[src/rtl/int_controller.sv]
// int_controller
//   Parametrised interrupt controller. Each request line is synchronised,
//   normalised to active-high, then edge- or level-detected to set a flag
//   (IF) bit. Flags masked by the enable register (IE) are arbitrated with
//   fixed priority (bit 0 highest). The winning vector is held stable until
//   it is acknowledged or withdrawn.
//
//   Ports:
//     clk, rst            clock; asynchronous active-high reset
//     src_req[NUM_SRC]    raw request lines
//     reg_sel             register select for CPU port (0 = IF, 1 = IE)
//     wr_en, wr_data[8]   single-cycle register write
//     rd_data[8]          combinational register read
//     int_req             interrupt presented to the datapath
//     int_idx[3]          index of the presented source
//     int_vector[8]       VEC_BASE + VEC_STRIDE*int_idx (mod 256)
//     int_ack             datapath accepts the presented interrupt
//     if_out[NUM_SRC]     current flag register
module int_controller #(
  parameter int unsigned NUM_SRC     = 5,
  parameter logic [7:0]  EDGE_MASK   = 8'h1C,
  parameter logic [7:0]  ACTIVE_LOW  = 8'h10,
  parameter int unsigned SYNC_STAGES = 2,
  parameter logic [7:0]  VEC_BASE    = 8'h40,
  parameter logic [7:0]  VEC_STRIDE  = 8'h08
) (
  input  logic               clk,
  input  logic               rst,
  input  logic [NUM_SRC-1:0] src_req,
  input  logic               reg_sel,
  input  logic               wr_en,
  input  logic [7:0]         wr_data,
  output logic [7:0]         rd_data,
  output logic               int_req,
  output logic [2:0]         int_idx,
  output logic [7:0]         int_vector,
  input  logic               int_ack,
  output logic [NUM_SRC-1:0] if_out
);

  typedef enum logic [1:0] {
    IDLE    = 2'd0,
    PRESENT = 2'd1,
    GAP     = 2'd2
  } state_e;

  localparam logic [NUM_SRC-1:0] EDGE_N = EDGE_MASK[NUM_SRC-1:0];
  localparam logic [NUM_SRC-1:0] AL_N   = ACTIVE_LOW[NUM_SRC-1:0];

  state_e             state_q, state_d;
  logic [2:0]         idx_q, idx_d;
  logic [NUM_SRC-1:0] if_q, if_d;
  logic [NUM_SRC-1:0] ie_q, ie_d;
  logic [NUM_SRC-1:0] prev_q;
  logic [NUM_SRC-1:0] sync_out;
  logic [NUM_SRC-1:0] act, prev_act, ev;
  logic [NUM_SRC-1:0] pend, pend_next, ack_mask;
  logic [7:0]         pend_next_ext;
  logic [2:0]         winner;
  logic               if_wr, ie_wr, ack_take;
  logic [7:0]         pad_ones;
  logic               unused_wr;

  // Synchroniser; flops reset to the raw inactive level of each line
  if (SYNC_STAGES == 0) begin : g_nosync
    assign sync_out = src_req;
  end else begin : g_sync
    logic [NUM_SRC-1:0] sync_q [SYNC_STAGES];

    always_ff @(posedge clk or posedge rst) begin
      if (rst) begin
        for (int unsigned k = 0; k < SYNC_STAGES; k++) sync_q[k] <= AL_N;
      end else begin
        sync_q[0] <= src_req;
        for (int unsigned k = 1; k < SYNC_STAGES; k++) sync_q[k] <= sync_q[k-1];
      end
    end

    assign sync_out = sync_q[SYNC_STAGES-1];
  end

  // prev_q holds the raw synchronised level, so it is normalised here too
  assign act      = sync_out ^ AL_N;
  assign prev_act = prev_q ^ AL_N;
  assign ev       = (EDGE_N & act & ~prev_act) | (~EDGE_N & act);

  assign if_wr    = wr_en & ~reg_sel;
  assign ie_wr    = wr_en & reg_sel;
  assign ack_take = int_ack && (state_q == PRESENT);
  assign ack_mask = ack_take ? NUM_SRC'(8'h01 << idx_q) : '0;

  // Event set wins over CPU write, which wins over ack clear
  always_comb begin
    if_d = if_q;
    if (if_wr) if_d = wr_data[NUM_SRC-1:0];
    else       if_d = if_q & ~ack_mask;
    if_d = if_d | ev;
  end

  always_comb begin
    ie_d = ie_q;
    if (ie_wr) ie_d = wr_data[NUM_SRC-1:0];
  end

  assign pend          = if_q & ie_q;
  assign pend_next     = if_d & ie_d;
  assign pend_next_ext = 8'(pend_next);

  // Lowest set index wins
  always_comb begin
    winner = '0;
    for (int unsigned i = 0; i < NUM_SRC; i++) begin
      if (pend[NUM_SRC-1-i]) winner = 3'(NUM_SRC-1-i);
    end
  end

  always_ff @(posedge clk or posedge rst) begin
    if (rst) begin
      prev_q <= AL_N;
      if_q   <= '0;
      ie_q   <= '0;
    end else begin
      prev_q <= sync_out;
      if_q   <= if_d;
      ie_q   <= ie_d;
    end
  end

  // FSM: state register
  always_ff @(posedge clk or posedge rst) begin
    if (rst) begin
      state_q <= IDLE;
      idx_q   <= '0;
    end else begin
      state_q <= state_d;
      idx_q   <= idx_d;
    end
  end

  // FSM: next state. Withdrawal looks at next-cycle pend so that int_req
  // drops the cycle right after the write that removes the request.
  always_comb begin
    state_d = state_q;
    idx_d   = idx_q;
    case (state_q)
      IDLE: begin
        if (|pend) begin
          idx_d   = winner;
          state_d = PRESENT;
        end
      end
      PRESENT: begin
        if (int_ack)                     state_d = GAP;
        else if (!pend_next_ext[idx_q])  state_d = IDLE;
      end
      GAP:     state_d = IDLE;
      default: state_d = IDLE;
    endcase
  end

  // FSM: outputs
  always_comb begin
    int_req    = (state_q == PRESENT);
    int_idx    = idx_q;
    int_vector = VEC_BASE + VEC_STRIDE * {5'b0, idx_q};
  end

  assign pad_ones  = 8'hFF << NUM_SRC;
  assign rd_data   = reg_sel ? 8'(ie_q) : (8'(if_q) | pad_ones);
  assign if_out    = if_q;
  assign unused_wr = ^wr_data;

endmodule

[config.mk]
export PLATFORM = sky130hd
export DESIGN_NAME = int_controller
export DESIGN_NICKNAME = d
export VERILOG_FILES = /design/src/rtl/int_controller.sv
export SDC_FILE = /design/constraint.sdc
export NUM_CORES = 1
export LEC_CHECK = 0
export ABC_AREA = 1
export CORE_MARGIN = 3
export CORE_UTILIZATION = 49
export CTS_CLUSTER_DIAMETER = 150
export DETAILED_ROUTE_END_ITERATION = 12
export PLACE_DENSITY = 0.83
export RECOVER_POWER = 25
export REMOVE_ABC_BUFFERS = 1
export SLEW_MARGIN = 25
export SYNTH_ARGS = -nofsm -noshare
export SYNTH_HDL_FRONTEND = slang
export SYNTH_SLANG_ARGS = --single-unit
[constraint.sdc]
create_clock -name clk -period 2.1 [get_ports clk]
set_input_delay 0.42 -clock clk [delete_from_list [all_inputs] [get_ports clk]]
set_output_delay 0.42 -clock clk [all_outputs]
set_load 0.01 [all_outputs]
==> run metrics <==
die area=3400 um2; cell mode on critical path=clkdlybuf4s50_1; CP Class=in -> out; area of the multi-input gates=457 um2; sequential share of power=45.6%; DRT Wirelength=2650 um; Max Slew Vio Count=0; post-synth cell types=21; Yosys warning count=0; root buf cell=clkbuf_4; top_reg_cell synth=dfrtp_1; hold_buf cts=0; CP Max Fanout=11; clk slew on worst S/H paths=0.13 ns; Initial Util=52.7%; area grow syn2layout=28.4%; largest net degree at the start of global routing=29; Post-synth ARST share=100%; All-Layer GR Usage=17.2%; Comb pwr share=37.9%; CP startpoint kind=primary input; Post-Synthesis Cells=164; chip width=58.3 um; initial DRC count=37; Setup TNS=0 ns; drt drc=0; Avg Inst Size Synth=8.18 um2; CTS tree=built; fraction of layout instances using a drive strength above 1=11.5%; CTS Sinks=28; fin util=67.7%; Clock power frac=16.5%; Final nets=219; maximum clock insertion buffer count=2; Slew @ Worst Pin=1.44 ns; Slew HR=3.85%; outcome=complete, no violations; PwrDens=898 nW/um2; Top delay family on crit path=buffers and inverters; Final Setup Violations=0; buffer and inverter count on the worst path=4; min Tclk post-route=2.07 ns; CP max stage delay=0.54 ns; worst path arrival time=1.65 ns; CTS H-tree depth=1; internal power=1.01 mW; vias in the first global route=1020; largest area contributor in the netlist=dfrtp_1; clock skew=0.00849 ns; WHS=0.368 ns; top cells by area, synth=dfrtp_1 (47%), nand2_1 (14%), inv_1 (7.8%), buf_4 (6.2%), dfstp_2 (5.9%); sequential element share of the synthesized area=52.5%; initial antenna violation count=0; fin crit share=98.4%; Routed WL per cell=11.5 um; ANT nets after route=0; TritonCTS Buffers=3; number of flops mapped to enable cells by yosys=0; number of port buffers=34; grt ovf=0; Hold/Removal Path Class=reg -> reg; Slowest cell on crit path=clkdlybuf4s50_1; synthesized flop and latch total=28; DR pass1 iterations=5; CP Cell Sequence=clkdlybuf4s50_1 > buf_4 > inv_2 > clkdlybuf4s50_1; Fmax=0.484 GHz; register area=704 um2; fill cell count=213; Antenna Cells=0; first-pass GRT wire length=4410 um; RSZ-0062 raised after global routing=no; Clk Latency, worst-skew pair=0.33 ns; static leakage=0.914 nW; num rows=18; total core area=2540 um2; IO Count=43; mapped cell area=1340 um2; final hold violation count=0; Worst IR Drop VDD=0.731 mV; Vias/cell=4.73; Synth top area share=46.6%; via count=1088; Switch Pwr=0.538 mW; non-filler instance count after layout=230; CP endpoint kind=output pin; Die Ht=58.3 um; data required time at the worst endpoint=1.68 ns; routability cong.=0.823; HPWL after DPL=2050 um; Switching Share=34.8%; MaxCap Viol Count=0; Post-Place Cells=226
[synth_stat cells (2+ instances only)]
cell / number
buf_4: 11
nor2_1: 9
nand3_1: 6
nand2_2: 3
a21oi_1: 2
inv_1: 28
o21ai_1: 4
dfrtp_1: 25
nand2_1: 51
o21ai_0: 6
nand2_4: 2
o21ai_2: 4
o21bai_1: 2
dfstp_2: 3
conb_1: 2
[per-layer routing]
layer	routed length, um	up-vias	track usage (%)	part of all wire (%)
met1	1130	499	22.0	43
met5	0	-	0	0
li1	-	552	-	-
met3	133	6	3.29	5.0
met4	67	0	7.62	2.5
met2	1310	31	28.2	50
[logic make-up after synthesis]
kind of cell	count (synthesis)	share of synthesized area, %
flops	28	52.5
other cells	2	0.560
compound gates	21	9.70
simple gates	73	22.9
buf+inv	40	14.3
[stage by stage]
| step | cell area (um2) | worst slack [ns] | power, mW |
|---|---|---|---|
| after floorplan | 1270 | 0.672 | 1.02 |
| after global placement | 1690 | -0.105 | 1.30 |
| after detailed placement | 1690 | -0.137 | 1.32 |
| after CTS | 1720 | 0.0118 | 1.56 |
| after global routing | 1720 | 0.00806 | 1.66 |
| final | 1720 | 0.0338 | 1.55 |
[flip-flops by register name, indices dropped and copies added (netlist names)]
register       cells
g_sync.sync_q      5
ie_q               5
if_out             5
int_idx            3
prev_q             3
state_q            2
sync_out           5
[what timing repair did]
| action | CTS | global route |
|---|---|---|
| gates resized for setup | 7 | 1 |
| endpoints found under the setup margin | 8 | 1 |
| setup buffers | 0 | 0 |
[power groups by stage]
stage          registers, mW  logic, mW  clock network, mW
3_3_place_gp           0.708      0.589                  0
4_1_cts                0.704      0.594              0.266
2_1_floorplan          0.727      0.294                  0
3_5_place_dp           0.716      0.601                  0
5_1_grt                0.721      0.656              0.285
6_report               0.705      0.585              0.256
[cell type report]
type                       count  share of cell area (%)
multi-input combinational     99                    26.5
sequential                    28                    40.9
timing repair buffer          40                    21.9
tap                           30                    2.18
inverter                      29                    6.32
clock buffer                   4                    2.11
[cell usage in the layout, fill, tap and decap left out, drive strengths merged, types with 2 or more instances in the layout]
master / instances
dlygate4sd2: 5
buf: 5
nand2: 56
conb: 5
dfstp: 3
clkdlybuf4s50: 22
a21oi: 2
o21bai: 2
inv: 29
nor2: 10
nand3: 6
o21ai: 14
dlygate4sd3: 6
dfrtp: 25
clkbuf: 5
[path summary, 6_finish.rpt]
path	end	cells past startpoint	slack, ns	start
max	rd_data[5]	4	0.03	reg_sel
min	sync_out[1]$_DFF_PP0_	0	0.37	g_sync.sync_q[6]$_DFF_PP0_
max reg2reg	state_q[0]$_DFFE_PP0P_	12	0.71	int_idx[0]$_DFFE_PP0P_
min reg2reg	sync_out[1]$_DFF_PP0_	0	0.37	g_sync.sync_q[6]$_DFF_PP0_
max in group asynchronous	if_out[1]$_DFF_PP0_	3	0.26	rst
min in group asynchronous	g_sync.sync_q[5]$_DFF_PP0_	3	1.00	rst
[worst register-to-register path: stages (launching register included)]
cell     delay, ns
dfrtp_1       0.45
inv_1         0.12
nand2_1       0.08
nor2_1        0.09
nand2_1       0.06
nand2_1       0.08
nand2_2       0.05
nand2_1       0.07
nand2_1       0.05
nand2_1       0.07
o21ai_1       0.06
nand2_1       0.06
nand2_1       0.04
(Power assumes the default switching activity.)
